**config.mk**
```make
export PLATFORM = sky130hd
export DESIGN_NAME = preddr_capture_sequencer
export DESIGN_NICKNAME = d
export VERILOG_FILES = /design/src/rtl/preddr_capture_sequencer.sv
export SDC_FILE = /design/constraint.sdc
export NUM_CORES = 1
export LEC_CHECK = 0
export BUFFER_PORTS_ARGS = -buffer_cell sky130_fd_sc_hd__buf_2
export CAP_MARGIN = 10
export CORE_ASPECT_RATIO = 0.8
export CORE_MARGIN = 5
export CORE_UTILIZATION = 60
export DETAILED_ROUTE_END_ITERATION = 8
export GPL_TIMING_DRIVEN = 0
export PLACE_DENSITY = 0.95
export SYNTH_ARGS = -nofsm -noshare
export SYNTH_HDL_FRONTEND = slang
export SYNTH_SLANG_ARGS = --single-unit
export TNS_END_PERCENT = 20
```
**constraint.sdc**
```tcl
create_clock -name wr_clk -period 6.2 [get_ports wr_clk]
set_clock_uncertainty 0.15 [all_clocks]
set_input_delay 1.24 -clock wr_clk [delete_from_list [all_inputs] [get_ports wr_clk]]
set_output_delay 1.24 -clock wr_clk [all_outputs]
set_load 0.01 [all_outputs]
```
**src/rtl/preddr_capture_sequencer.sv**
```systemverilog
// preddr_capture_sequencer
// Sequences a segmented ADC capture into the pre-DDR FIFO: arm, wait for
// trigger, write cfg_samples samples per segment for cfg_segments segments,
// then signal completion and hold off for the converter's filler writes.
module preddr_capture_sequencer #(
    parameter int pCOUNT_WIDTH = 20,
    parameter int pHOLDOFF     = 16
) (
    input  logic                    wr_clk,
    input  logic                    reset,
    input  logic                    arm_i,
    input  logic                    trigger_i,
    input  logic                    abort_i,
    input  logic                    adc_valid_i,
    input  logic                    fifo_full_i,
    input  logic [pCOUNT_WIDTH-1:0] cfg_samples,
    input  logic [15:0]             cfg_segments,
    output logic                    capture_start,
    output logic                    capture_done,
    output logic                    O_wr,
    output logic                    armed,
    output logic                    busy,
    output logic                    cfg_error,
    output logic                    full_error,
    output logic [pCOUNT_WIDTH-1:0] sample_count,
    output logic [15:0]             segment_count
);

    localparam int HOLD_W = (pHOLDOFF > 1) ? $clog2(pHOLDOFF) : 1;
    localparam logic [HOLD_W-1:0]       HOLD_LAST = HOLD_W'(pHOLDOFF - 1);
    localparam logic [HOLD_W-1:0]       HOLD_ONE  = HOLD_W'(1);
    localparam logic [pCOUNT_WIDTH-1:0] SAMP_ZERO = {pCOUNT_WIDTH{1'b0}};
    localparam logic [pCOUNT_WIDTH-1:0] SAMP_MAX  = {pCOUNT_WIDTH{1'b1}};
    localparam logic [pCOUNT_WIDTH-1:0] SAMP_ONE  = pCOUNT_WIDTH'(1);

    typedef enum logic [2:0] {
        ST_IDLE    = 3'd0,
        ST_ARMED   = 3'd1,
        ST_CAPTURE = 3'd2,
        ST_REARM   = 3'd3,
        ST_DONE    = 3'd4,
        ST_HOLDOFF = 3'd5
    } state_t;

    state_t                  state_q, state_d;
    logic [pCOUNT_WIDTH-1:0] sample_count_q, sample_count_d;
    logic [15:0]             segment_count_q, segment_count_d;
    logic [HOLD_W-1:0]       hold_cnt_q, hold_cnt_d;
    logic                    capture_start_q, capture_start_d;
    logic                    capture_done_q, capture_done_d;
    logic                    o_wr_q, o_wr_d;
    logic                    armed_q, armed_d;
    logic                    busy_q, busy_d;
    logic                    cfg_error_q, cfg_error_d;
    logic                    full_error_q, full_error_d;

    logic                    cfg_ok_s;
    logic [pCOUNT_WIDTH-1:0] samp_inc_s;
    logic [15:0]             seg_inc_s;

    // Counters saturate instead of wrapping if the configuration shrinks mid-capture.
    assign samp_inc_s = (sample_count_q == SAMP_MAX) ? sample_count_q : sample_count_q + SAMP_ONE;
    assign seg_inc_s  = (segment_count_q == 16'hFFFF) ? segment_count_q : segment_count_q + 16'd1;
    assign cfg_ok_s   = (cfg_samples != SAMP_ZERO) && (cfg_segments != 16'd0);

    // Next-state and next-output decode for the capture sequencer.
    always_comb begin
        state_d         = state_q;
        sample_count_d  = sample_count_q;
        segment_count_d = segment_count_q;
        hold_cnt_d      = hold_cnt_q;
        cfg_error_d     = cfg_error_q;
        full_error_d    = full_error_q;
        capture_start_d = 1'b0;
        capture_done_d  = 1'b0;
        o_wr_d          = 1'b0;
        case (state_q)
            ST_IDLE: begin
                if (arm_i) begin
                    if (cfg_ok_s) begin
                        capture_start_d = 1'b1;
                        sample_count_d  = SAMP_ZERO;
                        segment_count_d = 16'd0;
                        full_error_d    = 1'b0;
                        cfg_error_d     = 1'b0;
                        state_d         = ST_ARMED;
                    end else begin
                        cfg_error_d = 1'b1;
                    end
                end else begin
                    state_d = ST_IDLE;
                end
            end
            ST_ARMED: begin
                if (abort_i) begin
                    state_d = ST_DONE;
                end else if (trigger_i) begin
                    sample_count_d = SAMP_ZERO;
                    state_d        = ST_CAPTURE;
                end else begin
                    state_d = ST_ARMED;
                end
            end
            ST_CAPTURE: begin
                // A full FIFO outranks both the last sample and an abort.
                if (fifo_full_i) begin
                    full_error_d = 1'b1;
                    state_d      = ST_DONE;
                end else begin
                    if (adc_valid_i) begin
                        o_wr_d         = 1'b1;
                        sample_count_d = samp_inc_s;
                        if (samp_inc_s >= cfg_samples) begin
                            segment_count_d = seg_inc_s;
                            if (seg_inc_s >= cfg_segments) begin
                                state_d = ST_DONE;
                            end else begin
                                state_d = ST_REARM;
                            end
                        end else begin
                            state_d = ST_CAPTURE;
                        end
                    end else begin
                        state_d = ST_CAPTURE;
                    end
                    // The sample accepted this cycle is still written on abort.
                    if (abort_i) begin
                        state_d = ST_DONE;
                    end else begin
                        state_d = state_d;
                    end
                end
            end
            ST_REARM: begin
                if (abort_i) begin
                    state_d = ST_DONE;
                end else if (!trigger_i) begin
                    sample_count_d = SAMP_ZERO;
                    state_d        = ST_ARMED;
                end else begin
                    state_d = ST_REARM;
                end
            end
            ST_DONE: begin
                capture_done_d = 1'b1;
                hold_cnt_d     = {HOLD_W{1'b0}};
                state_d        = ST_HOLDOFF;
            end
            ST_HOLDOFF: begin
                if (hold_cnt_q == HOLD_LAST) begin
                    state_d = ST_IDLE;
                end else begin
                    hold_cnt_d = hold_cnt_q + HOLD_ONE;
                end
            end
            default: begin
                state_d = ST_IDLE;
            end
        endcase
        armed_d = (state_d == ST_ARMED) || (state_d == ST_REARM);
        busy_d  = (state_d != ST_IDLE);
    end

    // State, counters and all outputs are registered; reset clears everything.
    always_ff @(posedge wr_clk) begin
        if (reset) begin
            state_q         <= ST_IDLE;
            sample_count_q  <= SAMP_ZERO;
            segment_count_q <= 16'd0;
            hold_cnt_q      <= {HOLD_W{1'b0}};
            capture_start_q <= 1'b0;
            capture_done_q  <= 1'b0;
            o_wr_q          <= 1'b0;
            armed_q         <= 1'b0;
            busy_q          <= 1'b0;
            cfg_error_q     <= 1'b0;
            full_error_q    <= 1'b0;
        end else begin
            state_q         <= state_d;
            sample_count_q  <= sample_count_d;
            segment_count_q <= segment_count_d;
            hold_cnt_q      <= hold_cnt_d;
            capture_start_q <= capture_start_d;
            capture_done_q  <= capture_done_d;
            o_wr_q          <= o_wr_d;
            armed_q         <= armed_d;
            busy_q          <= busy_d;
            cfg_error_q     <= cfg_error_d;
            full_error_q    <= full_error_d;
        end
    end

    assign capture_start = capture_start_q;
    assign capture_done  = capture_done_q;
    assign O_wr          = o_wr_q;
    assign armed         = armed_q;
    assign busy          = busy_q;
    assign cfg_error     = cfg_error_q;
    assign full_error    = full_error_q;
    assign sample_count  = sample_count_q;
    assign segment_count = segment_count_q;

endmodule

```
Word-level counts from Yosys, hierarchy flattened
Cells that the tools add are included.
Storage, ports and cells
  bits in registers: 50
  input bits: 43
  output and inout bits: 43
  logic and storage cells: 96
Cells by class
  add/subtract/negate cells: 3
  magnitude comparators: 2
  equality and inequality tests: 21
  multiplexer cells: 40
  bitwise logic cells: 3
  reductions and logical operators: 16
Operators by type and width (number)
  $mux W20: 9
  $mux W16: 6
  $pmux W20 S4: 1
  $pmux W16 S2: 1
  $mux W3: 10
  $ne A2 B2 Y1 const B: 11
  $add A20 B1 Y20 const B: 1
  $eq A20 B20 Y1 const B: 1
  $ge A20 B20 Y1: 1
  $reduce_bool A20 Y1: 1
  $pmux W3 S6: 1
  $add A16 B1 Y16 const B: 1
  $eq A16 B16 Y1 const B: 1
  $ge A16 B16 Y1: 1
  $reduce_bool A16 Y1: 1
  $eq A3 B2 Y1 const B: 3
  $reduce_and A9 Y1: 1
  $pmux W4 S2: 1
  $mux W1: 7
  $eq A3 B1 Y1 const B: 2
  $eq A3 B3 Y1 const B: 2
  $reduce_and A6 Y1: 1
  $reduce_or A3 Y1: 2
  $add A4 B1 Y4 const B: 1
  other kinds (13): 18

Logic depth before layout (Yosys ltp)
  depth after elaboration: 11
  depth in mapped cells: 15
  gate-level depth less buffers: 13

Worst setup path after synthesis
Ideal clock, no wire load.
  path type: reg2reg
  from: register segment_count_q[4], in the netlist segment_count[4]
  to: register armed_q, in the netlist armed
  setup time: 0.059 ns
  arrival: 3.418 ns
  required time: 5.991 ns
  slack: 2.572 ns
  cell stages (with the launch flop): 14
  path buffers: 1
  period minus slack after synthesis: 3.628 ns
  cells stage by stage: dfxtp_1 > buf_4 > and4_4 > nand3_2 > nor4_1 > nor4_1 > or2_2 > ha_1 > a21oi_1 > o21ai_0 > a22o_1 > or4_4 > o32ai_1 > and2_1
On the way
  word-level cells in the longest chain between the ends: 11
  elaborated cells on any way between the ends: 13
  classes of those cells: add/sub (1); order compare (1); eq/ne (3); mux (7); reduce/logical (1)
RTL lines
  from (decl): line 47  | logic [15:0] segment_count_q, segment_count_d;
  from (signal assigned): line 181  | segment_count_q <= segment_count_d;
  $add A16 B1 Y16 or $eq A16 B16 Y1 (tied branches): line 63  | assign seg_inc_s = (segment_count_q == 16'hFFFF) ? segment_count_q : segment_count_q + 16'd1;
  $mux W16 *: line 63
  $ge A16 B16 Y1 *: line 115  | if (seg_inc_s >= cfg_segments) begin
  $mux W3 *: line 115
  $mux W3 *: line 113  | if (samp_inc_s >= cfg_samples) begin
  $mux W3 *: line 110  | if (adc_valid_i) begin
  $mux W3 *: line 127  | if (abort_i) begin
  $mux W3 *: line 106  | if (fifo_full_i) begin
  $pmux W3 S6 *: line 77  | case (state_q)
  $eq A3 B1 Y1 or $eq A3 B2 Y1 (tied branches): line 160  | armed_d = (state_d == ST_ARMED) || (state_d == ST_REARM);
  $logic_or A1 B1 Y1 *: line 160
  to (signal assigned): line 186  | armed_q <= armed_d;
  to (decl): line 52  | logic armed_q, armed_d;
Every way passes the cells marked *; elsewhere a longest branch is shown, timed or not.
A chain may end at the register's enable or synchronous reset.

Worst setup path in the final report
  from: register sample_count_q[11], in the netlist sample_count[11]
  to: register segment_count_q[4], in the netlist segment_count[4]
On the way
  word-level cells in the longest chain between the ends: 5
  elaborated cells on any way between the ends: 6
  classes of those cells: add/sub (1); order compare (1); eq/ne (2); mux (1); reduce/logical (1)
RTL lines
  from (decl): line 46  | logic [pCOUNT_WIDTH-1:0] sample_count_q, sample_count_d;
  from (signal assigned): line 180  | sample_count_q <= sample_count_d;
  $add A20 B1 Y20 or $eq A20 B20 Y1 (tied branches): line 62  | assign samp_inc_s = (sample_count_q == SAMP_MAX) ? sample_count_q : sample_count_q + SAMP_ONE;
  $mux W20 *: line 62
  $ge A20 B20 Y1 *: line 113
  $ne A2 B2 Y1 (no source line) *
  $reduce_and A6 Y1 (no source line) *
Marked as above.

==> impl_metrics.py <==
metrics = {
    "run_status": {
        "status": "completed",
    },
    "yosys": {
        "muxShareOfSynthArea_pct": 3.62,
        "syn_avg_cell_area_um2": 7.85,
        "synth_xor_area_share_pct": 4.90,
        "yosys.area.top_type_share_pct": 24.3,
        "yosysTopAreaCell": "dfxtp_1",
        "synthFlopType": "dfxtp_1",
        "syn_inst": 524,
        "yosys_warnings": 0,
        "ys_types": 67,
        "synth.area.top_cells": "dfxtp_1 (24%), ha_1 (12%), nand2_1 (5.4%)",
        "synthTopCellsByCount": "nand2_1 (59), dfxtp_1 (50), inv_1 (49), ha_1 (39), nor2_1 (33)",
        "syn_area_um2": 4110,
        "synth_seq_cells": 50,
        "synth-edff-count": 0,
        "syn-num-nets": 606,
        "synth-compound-area-share_pct": 21.1,
        "async_flop_share_pct": 0,
        "yosysMostFrequentCell": "nand2_1",
        "synth_top_family_by_area": "simple AND/OR/NAND/NOR gates",
        "synth_simple_gate_area_share_pct": 27.3,
        "synthAdderAreaFrac_pct": 11.9,
        "ys_seq_area_share_pct": 24.3,
    },
    "clock_network": {
        "cts_sinks": 50,
        "cts_tree": "yes",
        "post-cts-setup-buffers": 0,
        "insertion_delay_ns": 0.32,
        "cts_root_buffer": "clkbuf_8",
        "cts_made_buffers": 5,
        "post_cts_resized": 0,
        "cts_hold_buf": 0,
        "cts_max_level": 2,
        "path_clk_slew_ns": 0.10,
        "cts_buffer_depth": 2,
    },
    "place": {
        "dp_hpwl_um": 9990,
        "port_buffers": 84,
        "gp_congestion": 0.942,
    },
    "floorplanning": {
        "die_x_um": 103,
        "initial_core_util_pct": 60.6,
        "core_area_um2": 6790,
        "rows": 27,
        "die_area_um2": 8620,
        "io_pins": 86,
        "dieHeight_um": 84.1,
    },
    "worst_setup_path": {
        "critPathKind": "register to register",
        "crit_required_ns": 6.28,
        "max_stage_delay_ns": 0.55,
        "critPathSlowestCell": "a2111oi_2",
        "end_kind": "register",
        "path_max_fanout": 10,
        "crit_chain": "buf_2, nand4_1, nor3_2, nand4_1, buf_2, nand2_1, xnor2_1, ha_1, a211o_1, a31oi_1, o221ai_1, a2111oi_2, o21ai_0, o221ai_1",
        "cp.arrival_ns": 4.59,
        "cp-start-kind": "register",
    },
    "timing": {
        "fin_crit_sh_pct": 72.7,
        "setup_tns_ns": 0,
        "finalHoldViolations": 0,
        "finalSetupViolations": 0,
        "clock.fmax_mhz": 222,
        "rsz0062_at_grt": "no",
        "worst_slew_pin_slew_ns": 0.770,
        "report.final.slew_viol_count": 0,
        "period_needed_ns": 4.51,
        "relSlewSlack_pct": 48.4,
    },
    "routing": {
        "first_pass_iters": 8,
        "drt_iter0_drc": 584,
        "postRouteAntennaNets": 0,
        "wl_per_cell_um": 18.1,
        "routed-via-count": 4699,
        "drc": 0,
        "wl_um": 12800,
        "via_per_inst": 6.67,
    },
    "cells_and_area": {
        "num_antenna_cells": 0,
        "drive_gt1_share_pct": 21.1,
        "syn_to_final_growth_pct": 15.2,
        "nNetsFinal": 698,
    },
    "grt": {
        "grt_pass1_wl_um": 20600,
        "grt_pass1_vias": 4266,
        "overflow": 0,
        "grt_max_degree": 17,
        "antenna_found_initial": 0,
        "grtUsageTotal_pct": 29.0,
    },
    "pwr": {
        "leakage_uw": 0.00224,
        "p_per_area_nw_per_um2": 137,
        "ir_drop_v": 0.000138,
        "power_uw": 648,
    },
    "hold_path": {
        "hold_class": "register to register",
    },
    "job": {
        "max_cap_viol_count": 0,
    },
}
[worst paths after layout]
kind              slack [ns]                to  depth (start not counted)             start
setup / recovery        1.69  segment_count[4]                         14  sample_count[11]
hold / removal          0.33         cfg_error                          2         cfg_error
setup reg to reg        1.69  segment_count[4]                         14  sample_count[11]
hold reg to reg         0.33         cfg_error                          2         cfg_error
[critical path: cells and delay by family (launching register included)]
kind	cells	cell delay, ns
AO/OA/AOI/OAI	6	1.94
AND/OR/NAND/NOR	4	1.01
buffers and inverters	2	0.47
XOR/XNOR	1	0.20
adder cells (fa/ha/maj)	1	0.31
flip-flops	1	0.33
[logic make-up after synthesis]
| family | Yosys count |
|---|---|
| buffers and inverters | 68 |
| DFF | 50 |
| AOI/OAI and AO/OA | 115 |
| xor gates and xnor gates | 23 |
| muxes | 14 |
| adders and majority gates | 39 |
| and+or+nand+nor | 215 |
[routing by layer]
| layer | wire (um) | share of wire [%] | vias to the layer above | global-route usage [%] |
|---|---|---|---|---|
| met4 | 449 | 3.5 | 0 | 8.70 |
| met5 | 0 | 0 | - | 0 |
| met2 | 5700 | 45 | 348 | 45.4 |
| met3 | 1520 | 12 | 70 | 5.26 |
| li1 | - | - | 2122 | - |
| met1 | 5100 | 40 | 2159 | 40.2 |
[state kept, by name, summed over array words and instances, names as in the netlist]
signal	flops
armed	1
cfg_error	1
capture_done	1
O_wr	1
full_error	1
state_q	3
capture_start	1
hold_cnt_q	4
busy	1
segment_count	16
sample_count	20
[area by class of cell]
| type | instances | area, um^2 |
|---|---|---|
| buffer | 17 | 92.6 |
| sequential | 50 | 1000 |
| multi-input combinational | 406 | 2830 |
| tap | 87 | 109 |
| clock inverter | 3 | 21.3 |
| inverter | 51 | 191 |
| timing repair buffer | 85 | 425 |
| clock buffer | 5 | 68.8 |
| fill | 539 | 2050 |
[layout by cell type, fill, tap and decap left out, types with 16 or more instances in the layout]
| master | n |
|---|---|
| buf_2 | 91 |
| ha_1 | 39 |
| nor4_1 | 16 |
| dfxtp_1 | 50 |
| nand2_1 | 59 |
| xnor2_1 | 19 |
| a21oi_1 | 24 |
| inv_1 | 49 |
| nand4_1 | 20 |
| nor2_1 | 33 |
| nand3_1 | 29 |
[where the power goes]
group / internal (uW) / switching [uW] / total [uW]
combinational: 43.0 / 74.7 / 118
clock: 79.6 / 120 / 200
sequential: 327 / 3.01 / 330
total: 450 / 198 / 648
[metrics by stage]
stage	utilization, %	hold slack [ns]	cell area (um^2)	cells	worst slack (ns)
after floorplan	-	0.312	4110	524	2.57
after global placement	68.4	0.302	4640	695	2.06
after detailed placement	68.4	0.315	4640	695	1.86
after CTS	69.7	0.342	4730	703	1.80
after global routing	69.8	0.371	4740	704	1.51
final	69.8	0.331	4740	704	1.69
Note: power is estimated with default switching activity, not from simulation.
